[src/rtl/daq_adc_reader.sv]
// Parallel ADC readout engine: detects end-of-conversion on BUSY, strobes CS_N/RD_N
// for NUM_CHANNELS words and streams each word with its channel index over valid/ready.
module daq_adc_reader #(
  parameter int unsigned NUM_CHANNELS   = 8,
  parameter int unsigned DATA_WIDTH     = 16,
  parameter int unsigned CH_WIDTH       = 3,
  parameter int unsigned RD_LOW_CYCLES  = 3,
  parameter int unsigned RD_HIGH_CYCLES = 2
) (
  input  logic                  clk_i,
  input  logic                  reset_i,
  input  logic                  en_i,
  input  logic                  busy_i,
  input  logic [DATA_WIDTH-1:0] adc_data_i,
  output logic                  adc_cs_n_o,
  output logic                  adc_rd_n_o,
  output logic [DATA_WIDTH-1:0] sample_o,
  output logic [CH_WIDTH-1:0]   chan_o,
  output logic                  sample_valid_o,
  input  logic                  sample_ready_i,
  output logic                  frame_start_o,
  output logic                  frame_done_o,
  output logic                  overrun_o,
  input  logic                  overrun_clr_i
);

  localparam int unsigned T_MAX = (RD_LOW_CYCLES > RD_HIGH_CYCLES) ? RD_LOW_CYCLES : RD_HIGH_CYCLES;
  localparam int unsigned TW    = $clog2(T_MAX + 1);

  typedef enum logic [2:0] {
    S_IDLE    = 3'd0,
    S_RD_LOW  = 3'd1,
    S_RD_HIGH = 3'd2,
    S_HOLD    = 3'd3,
    S_DONE    = 3'd4
  } state_t;

  state_t              state_q, state_d;
  logic [TW-1:0]       tmr_q, tmr_d;
  logic [CH_WIDTH-1:0] word_q, word_d;
  logic                busy_s1_q, busy_s2_q, busy_dly_q;
  logic                cs_n_d, rd_n_d, frame_start_d, frame_done_d;
  logic                capture_c, slot_free_c, eoc_c;

  // BUSY synchroniser plus delay flop; loads 1 so reset looks like an idle-high BUSY
  always_ff @(posedge clk_i or posedge reset_i) begin
    if (reset_i) begin
      busy_s1_q  <= 1'b1;
      busy_s2_q  <= 1'b1;
      busy_dly_q <= 1'b1;
    end else begin
      busy_s1_q  <= busy_i;
      busy_s2_q  <= busy_s1_q;
      busy_dly_q <= busy_s2_q;
    end
  end

  assign eoc_c       = ~busy_s2_q & busy_dly_q;
  assign slot_free_c = ~sample_valid_o | sample_ready_i;

  // Next-state and strobe logic
  always_comb begin
    state_d       = state_q;
    tmr_d         = tmr_q;
    word_d        = word_q;
    cs_n_d        = adc_cs_n_o;
    rd_n_d        = adc_rd_n_o;
    frame_start_d = 1'b0;
    frame_done_d  = 1'b0;
    capture_c     = 1'b0;
    case (state_q)
      S_IDLE: begin
        cs_n_d = 1'b1;
        rd_n_d = 1'b1;
        if (eoc_c && en_i) begin
          state_d       = S_RD_LOW;
          cs_n_d        = 1'b0;
          rd_n_d        = 1'b0;
          frame_start_d = 1'b1;
          word_d        = '0;
          tmr_d         = '0;
        end
      end
      S_RD_LOW: begin
        // An unaccepted sample (possible only from a previous frame) stretches the strobe
        if (tmr_q == TW'(RD_LOW_CYCLES - 1)) begin
          if (slot_free_c) begin
            capture_c = 1'b1;
            rd_n_d    = 1'b1;
            tmr_d     = '0;
            state_d   = S_RD_HIGH;
          end
        end else begin
          tmr_d = tmr_q + TW'(1);
        end
      end
      S_RD_HIGH: begin
        if (tmr_q == TW'(RD_HIGH_CYCLES - 1)) begin
          tmr_d = '0;
          if (word_q == CH_WIDTH'(NUM_CHANNELS - 1)) begin
            state_d      = S_DONE;
            frame_done_d = 1'b1;
          end else begin
            word_d = word_q + CH_WIDTH'(1);
            if (slot_free_c) begin
              state_d = S_RD_LOW;
              rd_n_d  = 1'b0;
            end else begin
              state_d = S_HOLD;
            end
          end
        end else begin
          tmr_d = tmr_q + TW'(1);
        end
      end
      S_HOLD: begin
        if (sample_ready_i) begin
          state_d = S_RD_LOW;
          rd_n_d  = 1'b0;
          tmr_d   = '0;
        end
      end
      S_DONE: begin
        state_d = S_IDLE;
        cs_n_d  = 1'b1;
        rd_n_d  = 1'b1;
      end
      default: begin
        state_d = S_IDLE;
        cs_n_d  = 1'b1;
        rd_n_d  = 1'b1;
      end
    endcase
  end

  // State, strobe, sample and overrun registers
  always_ff @(posedge clk_i or posedge reset_i) begin
    if (reset_i) begin
      state_q        <= S_IDLE;
      tmr_q          <= '0;
      word_q         <= '0;
      adc_cs_n_o     <= 1'b1;
      adc_rd_n_o     <= 1'b1;
      frame_start_o  <= 1'b0;
      frame_done_o   <= 1'b0;
      sample_o       <= '0;
      chan_o         <= '0;
      sample_valid_o <= 1'b0;
      overrun_o      <= 1'b0;
    end else begin
      state_q        <= state_d;
      tmr_q          <= tmr_d;
      word_q         <= word_d;
      adc_cs_n_o     <= cs_n_d;
      adc_rd_n_o     <= rd_n_d;
      frame_start_o  <= frame_start_d;
      frame_done_o   <= frame_done_d;
      sample_valid_o <= capture_c | (sample_valid_o & ~sample_ready_i);
      if (capture_c) begin
        sample_o <= adc_data_i;
        chan_o   <= word_q;
      end
      if (eoc_c && (state_q != S_IDLE)) begin
        overrun_o <= 1'b1;
      end else if (overrun_clr_i) begin
        overrun_o <= 1'b0;
      end
    end
  end

endmodule

[config.mk]
export PLATFORM = sky130hd
export DESIGN_NAME = daq_adc_reader
export DESIGN_NICKNAME = d
export VERILOG_FILES = /design/src/rtl/daq_adc_reader.sv
export SDC_FILE = /design/constraint.sdc
export NUM_CORES = 1
export LEC_CHECK = 0
export BUFFER_PORTS_ARGS = -buffer_cell sky130_fd_sc_hd__buf_2
export CORE_MARGIN = 5
export CORE_UTILIZATION = 45
export CTS_CLUSTER_SIZE = 30
export DETAILED_ROUTE_END_ITERATION = 12
export GPL_TIMING_DRIVEN = 1
export PLACE_DENSITY = 0.81
export RECOVER_POWER = 50
export SLEW_MARGIN = 20
export SYNTH_ARGS = -nofsm -noshare
export SYNTH_HDL_FRONTEND = slang
export SYNTH_SLANG_ARGS = --single-unit
[constraint.sdc]
create_clock -name clk_i -period 1.8 [get_ports clk_i]
set_clock_uncertainty 0.2 [all_clocks]
set_input_delay 0.36 -clock clk_i [delete_from_list [all_inputs] [get_ports clk_i]]
set_output_delay 0.36 -clock clk_i [all_outputs]
set_load 0.05 [all_outputs]
==> key figures, run 1 <==
Timing
  – Slew HR: between 50 and 60%
  – Final hold violations: 0
  – Fin crit share: 94.7%
  – Final setup vio count: 0
  – Fin. max-slew vios: 0
  – Final worst slack: between 0.09 and 0.1 ns
  – Slew @ Worst Pin: roughly 0.73 ns
  – Fmax: between 500 and 600 MHz
  – Min cycle time layout: ~1.7 ns
  – Hold slack: ~0.046 ns

Setup path
  – Reg-to-reg slack, setup: 0.1 ns
  – R2R Path End: adc_rd_n_o
  – Critical Path Sink Type: register
  – R2R cell count: 5
  – Arrival time at the worst endpoint: 1.72 ns
  – CP Buf/Inv Count: 1
  – Delay-heaviest family, CP: compound AO/OA/AOI/OAI gates
  – Critical R2R Launch: state_q[1]
  – CP Launch Type: register
  – WP data required: about 1.8 ns
  – Cell chain of the critical path: buf_4 -> a2bb2oi_1 -> nor3_2 -> o221a_1 -> a211oi_2
  – CP Max Fanout: 11
  – Crit-path slowest cell: dfrtp_1
  – CP peak stage delay: about 0.43 ns
  – Crit Path Category: reg2reg

Finish
  – Final Cell Area: about 2200 µm²
  – Most common cell after layout, fill and taps aside: buf_2
  – Register area: about 900 µm²
  – Nets: ~220
  – Commonest cells after routing, fill and taps aside: 41 x buf_2, 30 x dfrtp_1, 10 x mux2_4
  – Area taken by multi-input logic gates: a little over 700 µm²
  – Fraction of layout cells with a size suffix above 1: 48.7%
  – Number of diodes: 0
  – Area grow syn2layout: 30.5%
  – Fillers: between 200 and 300

Die
  – Io pins: 47
  – Initial Util: 46.2%
  – Row count: 22
  – Die area: around 5100 µm²
  – Floorplan die width: roughly 71 µm
  – Core area: between 3000 and 4000 µm²
  – Die Span Y: slightly above 70 µm

Placed design
  – Placed Instance Area: 2030 µm²
  – DP HPWL: around 2500 µm
  – I/O Buffers: 46
  – RePlAce Congestion: between 0.8 and 0.9
  – Pre-CTS WS: around 0.062 ns

Drt
  – First drt pass iteration count: 4
  – Wire per inst: 14.0 µm
  – DRC violations left: 0
  – Overall routed net length: approximately 3400 µm
  – Initial DRC count: 59
  – Antenna Nets Post-Route: 0
  – Via count: between 1000 and 1500
  – Vias/cell: around 5.2

Logic synthesis
  – Post-Synth Simple-Gate Area: 13.9%
  – Adder-cell share of the synthesized area: 1.49%
  – Seq cells post-synth: 36
  – EDFF count, synth: 0
  – Seq/Total Area, Yosys: between 50% and 60%
  – Syn Nets: 156
  – Ys Warns: 0
  – Gate Count Post-Synth: ~130
  – Post-synthesis average cell area: ~13 µm²
  – Synth Flop Type: dfrtp_1
  – Mapped Area: between 1500 and 2000 µm²
  – Ys async rst share: 100%
  – Cell variety after synth: 40
  – Mux cell area share after synthesis: between 15 and 20%
  – Synth Area in XOR/XNOR: 0%
  – Synth Area in Compound Gates: 10.1%
  – Largest family of logic cells by synthesized area: multiplexers

Power and ir drop
  – Power density over the cells: roughly 1900 nW/µm²
  – LEAKAGE: ~0.0011 µW
  – Max IR drop VDD: about 0.52 mV

Status
  – Status: complete, no violations

Clock tree
  – Worst-skew pair later-pin latency: slightly below 0.3 ns
  – Post-CTS setup buffers: 0
  – CTS sink cnt: 36
  – Max clock buf depth: 2
  – CTS tree: yes
  – CTS H-tree lvls: 2
  – Reg clk slew, reported paths: roughly 0.06 ns
  – Root Driver: clkbuf_8
  – CTS buffer count: 5

GRT
  – First-pass GRT wire length: 5810 µm
  – Congestion Overflow GR: 0
  – Initial antenna violation count: 0
  – Largest net degree at the start of global routing: 37
  – Vias in the first global route: around 1200
  – GR Util All Layers: between 10% and 20%

Job
  – Max_cap viols: 0

Worst hold path
  – Worst Hold Path Cells: 2
  – Min-delay src: overrun_clr_i
  – Hold Crit Class: in2reg
  – Worst Hold End: overrun_o
-- synthesized netlist by cell type, types with 2 or more instances --
library cell  number  area share [%]
nor2b_4            2             1.6
buf_2              2            0.60
a21oi_1            5             1.5
nand2b_1           2            0.75
mux2i_1            2             1.2
and3_1             2            0.75
nand2_1            7             1.6
nand3b_1           2            0.89
dfstp_2            5             7.8
o21ai_1            2            0.60
mux2_2             9             6.0
o21ai_0            6             1.8
a22oi_1            2            0.89
inv_1              8             1.8
ha_1               2             1.5
dfrtp_1           31              46
nor2b_1            3             1.1
mux2_4            10             8.9
nor3_1             3            0.89
nor2_1             7             1.6
-- layer usage --
metal  up-vias  routed length [µm]  track usage, %
met4         0                  82            7.52
met5         -                   0               0
li1        583                   -               -
met1       615                1420            18.8
met3         8                 263            5.11
met2        40                1610            21.7
-- flip-flops by register name, indices dropped and copies added, names as in the netlist --
register	flops
adc_cs_n_o	1
adc_rd_n_o	1
busy_dly_q	1
busy_s1_q	1
busy_s2_q	1
chan_o	3
frame_done_o	1
frame_start_o	1
overrun_o	1
sample_o	16
sample_valid_o	1
state_q	3
tmr_q	2
word_q	3
-- how the worst max path moves through the flow --
| stage | endpoint | cells after the start | from | slack (ns) |
|---|---|---|---|---|
| 6_report | adc_rd_n_o | 5 | state_q[1] | 0.1 |
| 4_1_cts | word_q[1] | 5 | word_q[0] | 0.06 |
| 3_5_place_dp | adc_rd_n_o | 5 | state_q[1] | 0.06 |
| 5_1_grt | adc_rd_n_o | 5 | state_q[1] | -0.02 |
| 2_1_floorplan | sample_o[10] | 5 | sample_valid_o | 0.09 |
| 3_3_place_gp | adc_rd_n_o | 5 | state_q[1] | 0.12 |
-- stage by stage --
stage | util (%) | TNS [ns] | power (µW) | cells
final | 60.3 | 0 | 4170 | 241
after global placement | 55.9 | 0 | 3370 | 231
after floorplan | - | 0 | 2910 | 132
after CTS | 59.9 | 0 | 4190 | 241
after global routing | 60.3 | -0.0198 | 4390 | 241
after detailed placement | 55.9 | 0 | 3410 | 231
-- worst register-to-register path, cell delays in order, from the launching register on --
cell       delay, ns
dfrtp_1         0.43
buf_4           0.20
a2bb2oi_1       0.23
nor3_2          0.09
o221a_1         0.26
a211oi_2        0.22
-- what timing repair did --
action,CTS,global route
setup endpoints to repair,0,6
endpoints found under the hold margin,32,0
hold buffers,2,0
resized for setup,0,4
-- logic make-up after synthesis --
family	after synthesis
AOI/OAI and AO/OA	25
buffers and inverters	13
and+or+nand+nor	35
DFF	36
adders and majority gates	2
muxes	21
-- cell type report --
type	count	area share, %
Clock inverter	1	1.37
Multi-Input combinational cell	83	33.0
Sequential cell	36	41.5
Inverter	8	1.37
Clock buffer	7	4.40
Timing Repair Buffer	58	15.6
Tap cell	48	2.74
-- report_power, final --
part | leakage [µW] | internal (µW) | switching [µW] | total [µW]
registers | 0.000446 | 1120 | 199 | 1320
clock network | 0.0000645 | 488 | 278 | 766
logic | 0.000546 | 719 | 1360 | 2080
total | 0.00106 | 2330 | 1840 | 4170
Power figures use the tool's default switching activity.
==> run 2, diff against run 1 <==
--- a/config.mk
+++ b/config.mk
@@ -11,8 +11,9 @@
 export CTS_CLUSTER_SIZE = 30
 export DETAILED_ROUTE_END_ITERATION = 12
 export GPL_TIMING_DRIVEN = 1
-export PLACE_DENSITY = 0.81
+export PLACE_DENSITY = 0.78
 export RECOVER_POWER = 50
+export SETUP_SLACK_MARGIN = 0.3
 export SLEW_MARGIN = 20
 export SYNTH_ARGS = -nofsm -noshare
 export SYNTH_HDL_FRONTEND = slang
==> constraint.sdc (replaced) <==
create_clock -name clk_i -period 2 [get_ports clk_i]
set_clock_uncertainty 0.2 [all_clocks]
set_input_delay 0.4 -clock clk_i [delete_from_list [all_inputs] [get_ports clk_i]]
set_output_delay 0.4 -clock clk_i [all_outputs]
set_load 0.05 [all_outputs]
==> key figures, run 2 (synthesis gave the netlist of run 1 again) <==
Status
  – Status: complete, no violations

Timing
  – RSZ-0062 raised after global routing: true
  – Final setup vio count: 0 (unchanged)
  – Fmax: 555 MHz (-5.4%)
  – Fin crit share: 90.1% (-4.6 points)
  – Slew HR: 43.5% (-7.8 points)
  – Slew @ Worst Pin: 0.847 ns (+0.117 ns)
  – Fin. max-slew vios: 0 (unchanged)
  – Final worst slack: 0.199 ns (+0.103 ns)
  – Final hold violations: 0 (unchanged)
  – Final setup TNS: 0 ns (unchanged)
  – Min cycle time layout: 1.80 ns (+0.0973 ns)

Finish
  – Fraction of layout cells with a size suffix above 1: 51.0% (+2.3 points)
  – Most common cell after layout, fill and taps aside: buf_2
  – Area grow syn2layout: 32.9%
  – Final Cell Area: 2230 µm² (+1.8%)
  – Commonest cells after routing, fill and taps aside: 41 x buf_2, 28 x dfrtp_1, 16 x mux2_4
  – Max reg flops: 16 (unchanged)
  – Post-Layout Cell Count: 248 (+2.9%)
  – Reg with most FFs: sample_o
  – Final core occ: 61.4% (+1.1 points)
  – Fillers: 281 (-3.1%)
  – Number of diodes: 0 (unchanged)
  – Nets: 223 (+3.2%)

Drt
  – Initial DRC count: 51 (-14%)
  – Overall routed net length: 4010 µm (+18%)
  – DRC violations left: 0 (unchanged)
  – Antenna Nets Post-Route: 0 (unchanged)
  – First drt pass iteration count: 4 (unchanged)
  – Wire per inst: 16.2 µm (+15%)
  – Vias/cell: 5.21 (+0.84%)
  – Via count: 1293 (+3.8%)

Placed design
  – RePlAce Congestion: 0.917 (+5.1%)
  – Placed Instance Area: 1960 µm² (-3.2%)
  – DP HPWL: 2510 µm (+0.60%)
  – Pre-CTS WS: 0.144 ns (+0.0814 ns)
  – DP Cell Count: 225 (-2.6%)
  – I/O Buffers: 46 (unchanged)

Setup path
  – Crit Path Category: reg2reg
  – CP Max Fanout: 6 (-5)
  – Critical Path Sink Type: register
  – WP data required: 1.97 ns (+0.16 ns)
  – CP Launch Type: register
  – Arrival time at the worst endpoint: 1.77 ns (+0.05 ns)

GRT
  – Busiest grt layer: met2
  – Met3 usage: 5.68% (+0.57 points)
  – GR Util All Layers: 14.8% (+0.15 points)
  – Met2 GRT Util: 24.3% (+2.6 points)
  – Initial antenna violation count: 0 (unchanged)
  – Routing usage on met1: 16.9% (-1.9 points)
  – Vias in the first global route: 1217 (+0.66%)
  – Largest net degree at the start of global routing: 37 (unchanged)
  – First-pass GRT wire length: 5750 µm (-0.95%)
  – Congestion Overflow GR: 0 (unchanged)

Power and ir drop
  – Power density over the cells: 1680 nW/µm² (-12%)
  – LEAKAGE: 0.00108 µW (+2.6%)
  – Max IR drop VDD: 0.566 mV (+8.2%)

Clock tree
  – CTS tree: yes
  – Root Driver: clkbuf_8
  – CTS sink cnt: 36 (unchanged)
  – CTS buffer count: 5 (unchanged)
  – CTS H-tree lvls: 2 (unchanged)
  – Max clock buf depth: 2 (unchanged)
  – Worst-skew pair later-pin latency: 0.30 ns (about the same)
  – Reg clk slew, reported paths: 0.07 ns (about the same)

Die
  – Die area: 5050 µm² (unchanged)
  – Floorplan die width: 71.1 µm (unchanged)
  – Initial Util: 46.2% (unchanged)
  – Io pins: 47 (unchanged)
  – Die Span Y: 71.1 µm (unchanged)
  – Core area: 3630 µm² (unchanged)
  – Row count: 22 (unchanged)

Job
  – Max_cap viols: 0 (unchanged)

Worst hold path
  – Hold Crit Class: in2reg
[run 2: changes by cell type in the layout (fill, tap and decap cells not counted), sizes merged]
cell,before,now
bufinv,1,0
clkbuf,11,16
clkinv,0,1
buf,52,55
dlygate4sd3,2,1
[run 2: where the power goes]
part / switching, µW / internal [µW]
clock network: 257 / 244
registers: 176 / 1010
logic: 1310 / 758
total: 1740 / 2020
[run 2: final timing paths]
kind	depth (start not counted)	startpoint	endpoint	slack (ns)
max	5	state_q[0]	sample_o[4]	0.20
min	2	overrun_clr_i	overrun_o	0.11
max reg2reg	5	state_q[0]	sample_o[4]	0.20
min reg2reg	0	busy_s1_q	busy_s2_q	0.17
max in group asynchronous	3	reset_i	tmr_q[0]	0.85
min in group asynchronous	3	reset_i	chan_o[1]	0.15
[run 2: layer usage]
metal	vias up	routed length, µm
met4	0	111
met5	-	0
met1	634	1580
li1	600	-
met3	10	231
met2	49	2080
[run 2: metrics by stage]
stage	hold slack [ns]	total power, µW
4_1_cts	0.0114	3640
3_5_place_dp	0.154	3030
6_report	0.106	3760
3_3_place_gp	0.151	2960
2_1_floorplan	0.145	2630
5_1_grt	0.0948	3940
[run 2: what timing repair did]
action / in CTS / in global routing
hold buffers: 0 / 1
setup buffers: 9 / 4
endpoints found under the setup margin: 23 / 27
cloned: 0 / 1
gates resized for setup: 5 / 15
pin swaps: 1 / 4
hold endpoints to repair: 0 / 1
[run 2: area by class of cell]
| cell class | count | area (µm²) | share of cell area, % |
|---|---|---|---|
| clock buffer | 7 | 76.3 | 3.42 |
| clock inverter | 1 | 5.00 | 0.224 |
| inverter | 8 | 30.0 | 1.35 |
| multi-input combinational | 83 | 744 | 33.4 |
| sequential | 36 | 911 | 40.8 |
| tap | 48 | 60.1 | 2.69 |
| timing repair buffer | 65 | 404 | 18.1 |
[run 2: critical path: stages (launching register included)]
cell and delay (ns):
dfrtp_1 0.41, nor2b_1 0.28, nand3_4 0.14, nor2_8 0.18
clkbuf_16 0.18, mux2_4 0.29
==> run 3, diff against run 2 <==
--- a/config.mk
+++ b/config.mk
@@ -7,11 +7,11 @@
 export LEC_CHECK = 0
 export BUFFER_PORTS_ARGS = -buffer_cell sky130_fd_sc_hd__buf_2
 export CORE_MARGIN = 5
-export CORE_UTILIZATION = 45
+export CORE_UTILIZATION = 55
 export CTS_CLUSTER_SIZE = 30
 export DETAILED_ROUTE_END_ITERATION = 12
 export GPL_TIMING_DRIVEN = 1
-export PLACE_DENSITY = 0.78
+export PLACE_DENSITY = 0.92
 export RECOVER_POWER = 50
 export SETUP_SLACK_MARGIN = 0.3
 export SLEW_MARGIN = 20
==> key figures, run 3 (synthesis gave the netlist of run 1 again) <==
Status
  – Status: complete, no violations

Drt
  – Wire per inst: 17.7 µm (+9.7%)
  – First drt pass iteration count: 5 (+1)
  – Overall routed net length: 4130 µm (+3.1%)
  – Antenna Nets Post-Route: 0 (unchanged)
  – Via count: 1314 (+1.6%)
  – Vias/cell: 5.64 (+8.2%)
  – Initial DRC count: 48 (-5.9%)
  – DRC violations left: 0 (unchanged)

Worst hold path
  – Hold Crit Class: in2reg

Clock tree
  – CTS buffer count: 5 (unchanged)
  – CTS tree: yes
  – Root Driver: clkbuf_4
  – Worst-skew pair later-pin latency: 0.35 ns (+0.05 ns)
  – CTS sink cnt: 36 (unchanged)
  – Max clock buf depth: 2 (unchanged)
  – Reg clk slew, reported paths: 0.10 ns (+0.03 ns)
  – CTS H-tree lvls: 2 (unchanged)

Timing
  – Final setup vio count: 0 (unchanged)
  – Min cycle time layout: 1.77 ns (-0.0271 ns)
  – Final setup TNS: 0 ns (unchanged)
  – Slew HR: 43.1% (-0.40 points)
  – Fmax: 564 MHz (+1.5%)
  – Hold slack: 0.0404 ns (-0.0654 ns)
  – Fin crit share: 88.7% (-1.4 points)
  – Fin. max-slew vios: 0 (unchanged)
  – RSZ-0062 raised after global routing: true
  – Slew @ Worst Pin: 0.853 ns (+0.00597 ns)
  – Final hold violations: 0 (unchanged)
  – Final worst slack: 0.226 ns (+0.0271 ns)

Die
  – Io pins: 47 (unchanged)
  – Floorplan die width: 65.3 µm (-8.2%)
  – Row count: 20 (-9.1%)
  – Initial Util: 56.4% (+10 points)
  – Core area: 2980 µm² (-18%)
  – Die area: 4260 µm² (-16%)
  – Die Span Y: 65.3 µm (-8.2%)

Setup path
  – Arrival time at the worst endpoint: 1.84 ns (+0.07 ns)
  – CP Launch Type: register
  – Cell chain of the critical path: clkbuf_1 -> a2bb2oi_1 -> nor3_2 -> o221a_1 -> a211oi_2
  – WP data required: 2.06 ns (+0.09 ns)
  – CP Max Fanout: 9 (+3)
  – Reg-to-reg slack, setup: 0.23 ns (+0.03 ns)
  – Crit Path Category: reg2reg
  – Critical Path Sink Type: register
  – Crit-path slowest cell: dfrtp_2
  – CP peak stage delay: 0.45 ns (+0.04 ns)

Finish
  – Number of diodes: 0 (unchanged)
  – Reg with most FFs: sample_o
  – Fraction of layout cells with a size suffix above 1: 50.0% (-1.0 points)
  – Area grow syn2layout: 28.5%
  – Fillers: 183 (-35%)
  – Max reg flops: 16 (unchanged)
  – Nets: 223 (unchanged)
  – Area taken by multi-input logic gates: 726 µm² (-2.5%)
  – Commonest cells after routing, fill and taps aside: 40 x buf_2, 28 x dfrtp_1, 11 x buf_4
  – Register area: 911 µm² (unchanged)
  – Most common cell after layout, fill and taps aside: buf_2

Power and ir drop
  – Power density over the cells: 1660 nW/µm² (-1.3%)
  – LEAKAGE: 0.00105 µW (-2.9%)
  – Total Power: 3590 µW (-4.5%)
  – Max IR drop VDD: 0.617 mV (+9.2%)

GRT
  – First-pass GRT wire length: 6600 µm (+15%)
  – Congestion Overflow GR: 0 (unchanged)
  – Largest net degree at the start of global routing: 21 (-43%)
  – Initial antenna violation count: 0 (unchanged)
  – Vias in the first global route: 1378 (+13%)
  – GR Util All Layers: 20.7% (+5.9 points)

Placed design
  – I/O Buffers: 46 (unchanged)
  – DP HPWL: 2810 µm (+12%)
  – Pre-CTS WS: 0.122 ns (-0.0214 ns)
  – RePlAce Congestion: 0.841 (-8.3%)

Job
  – Max_cap viols: 0 (unchanged)
==> run 3: cell count changes in the layout (fill, tap and decap cells not counted), moves of 2 or more <==
cell and delta:
clkbuf_4 +4, clkbuf_8 -5, mux2_2 +6, mux2_4 -6
o21ai_1 +2
==> run 3: layer usage <==
layer / part of all wire [%] / routed length [µm] / global-route usage (%)
met1: 38 / 1590 / 22.7
met2: 55 / 2290 / 37.5
met3: 3.9 / 163 / 3.93
met4: 2.3 / 95 / 10.9
met5: 0 / 0 / 0
==> run 3: layout make-up <==
cell class,instances,share of cell area (%)
inverters,8,1.39
repair buffers,65,18.6
clock inverters,1,0.232
multi-input cells,83,33.6
well taps,33,1.91
flip-flops and latches,36,42.2
clock buffers,7,2.09
==> run 3: metrics by stage <==
step / area [µm²] / std cells / utilization, %
global route: 2160 / 233 / 72.5
global placement: 1950 / 211 / 65.6
floorplan: 1690 / 132 / -
CTS: 2120 / 227 / 71.1
finish: 2160 / 233 / 72.5
detailed placement: 1950 / 211 / 65.6
==> run 3: critical path, delay by kind of cell, from the launching register on <==
family,cells,cell delay (ns)
AND/OR/NAND/NOR,1,0.09
flip-flops,1,0.45
AO/OA/AOI/OAI,3,0.73
buffers and inverters,1,0.23
==> run 3: path summary, 6_finish.rpt <==
path / from / end / depth (start not counted)
min in group asynchronous: reset_i / word_q[1] / 4
worst max register to register: state_q[0] / adc_rd_n_o / 5
worst min register to register: busy_s1_q / busy_s2_q / 0
worst max-delay path: state_q[0] / adc_rd_n_o / 5
max in group asynchronous: reset_i / sample_o[4] / 4
worst min-delay path: overrun_clr_i / overrun_o / 2
==> run 3: report_power, final <==
| group | internal (µW) | switching [µW] |
|---|---|---|
| clock network | 137 | 236 |
| logic | 708 | 1300 |
| registers | 1010 | 194 |
==> run 3: repair_timing <==
| item | CTS | global route |
|---|---|---|
| hold buffers | 2 | 0 |
| setup buffers | 6 | 6 |
| resized for setup | 9 | 7 |
| setup endpoints to repair | 27 | 27 |
| hold endpoints to repair | 32 | 0 |
| pin swaps | 1 | 1 |
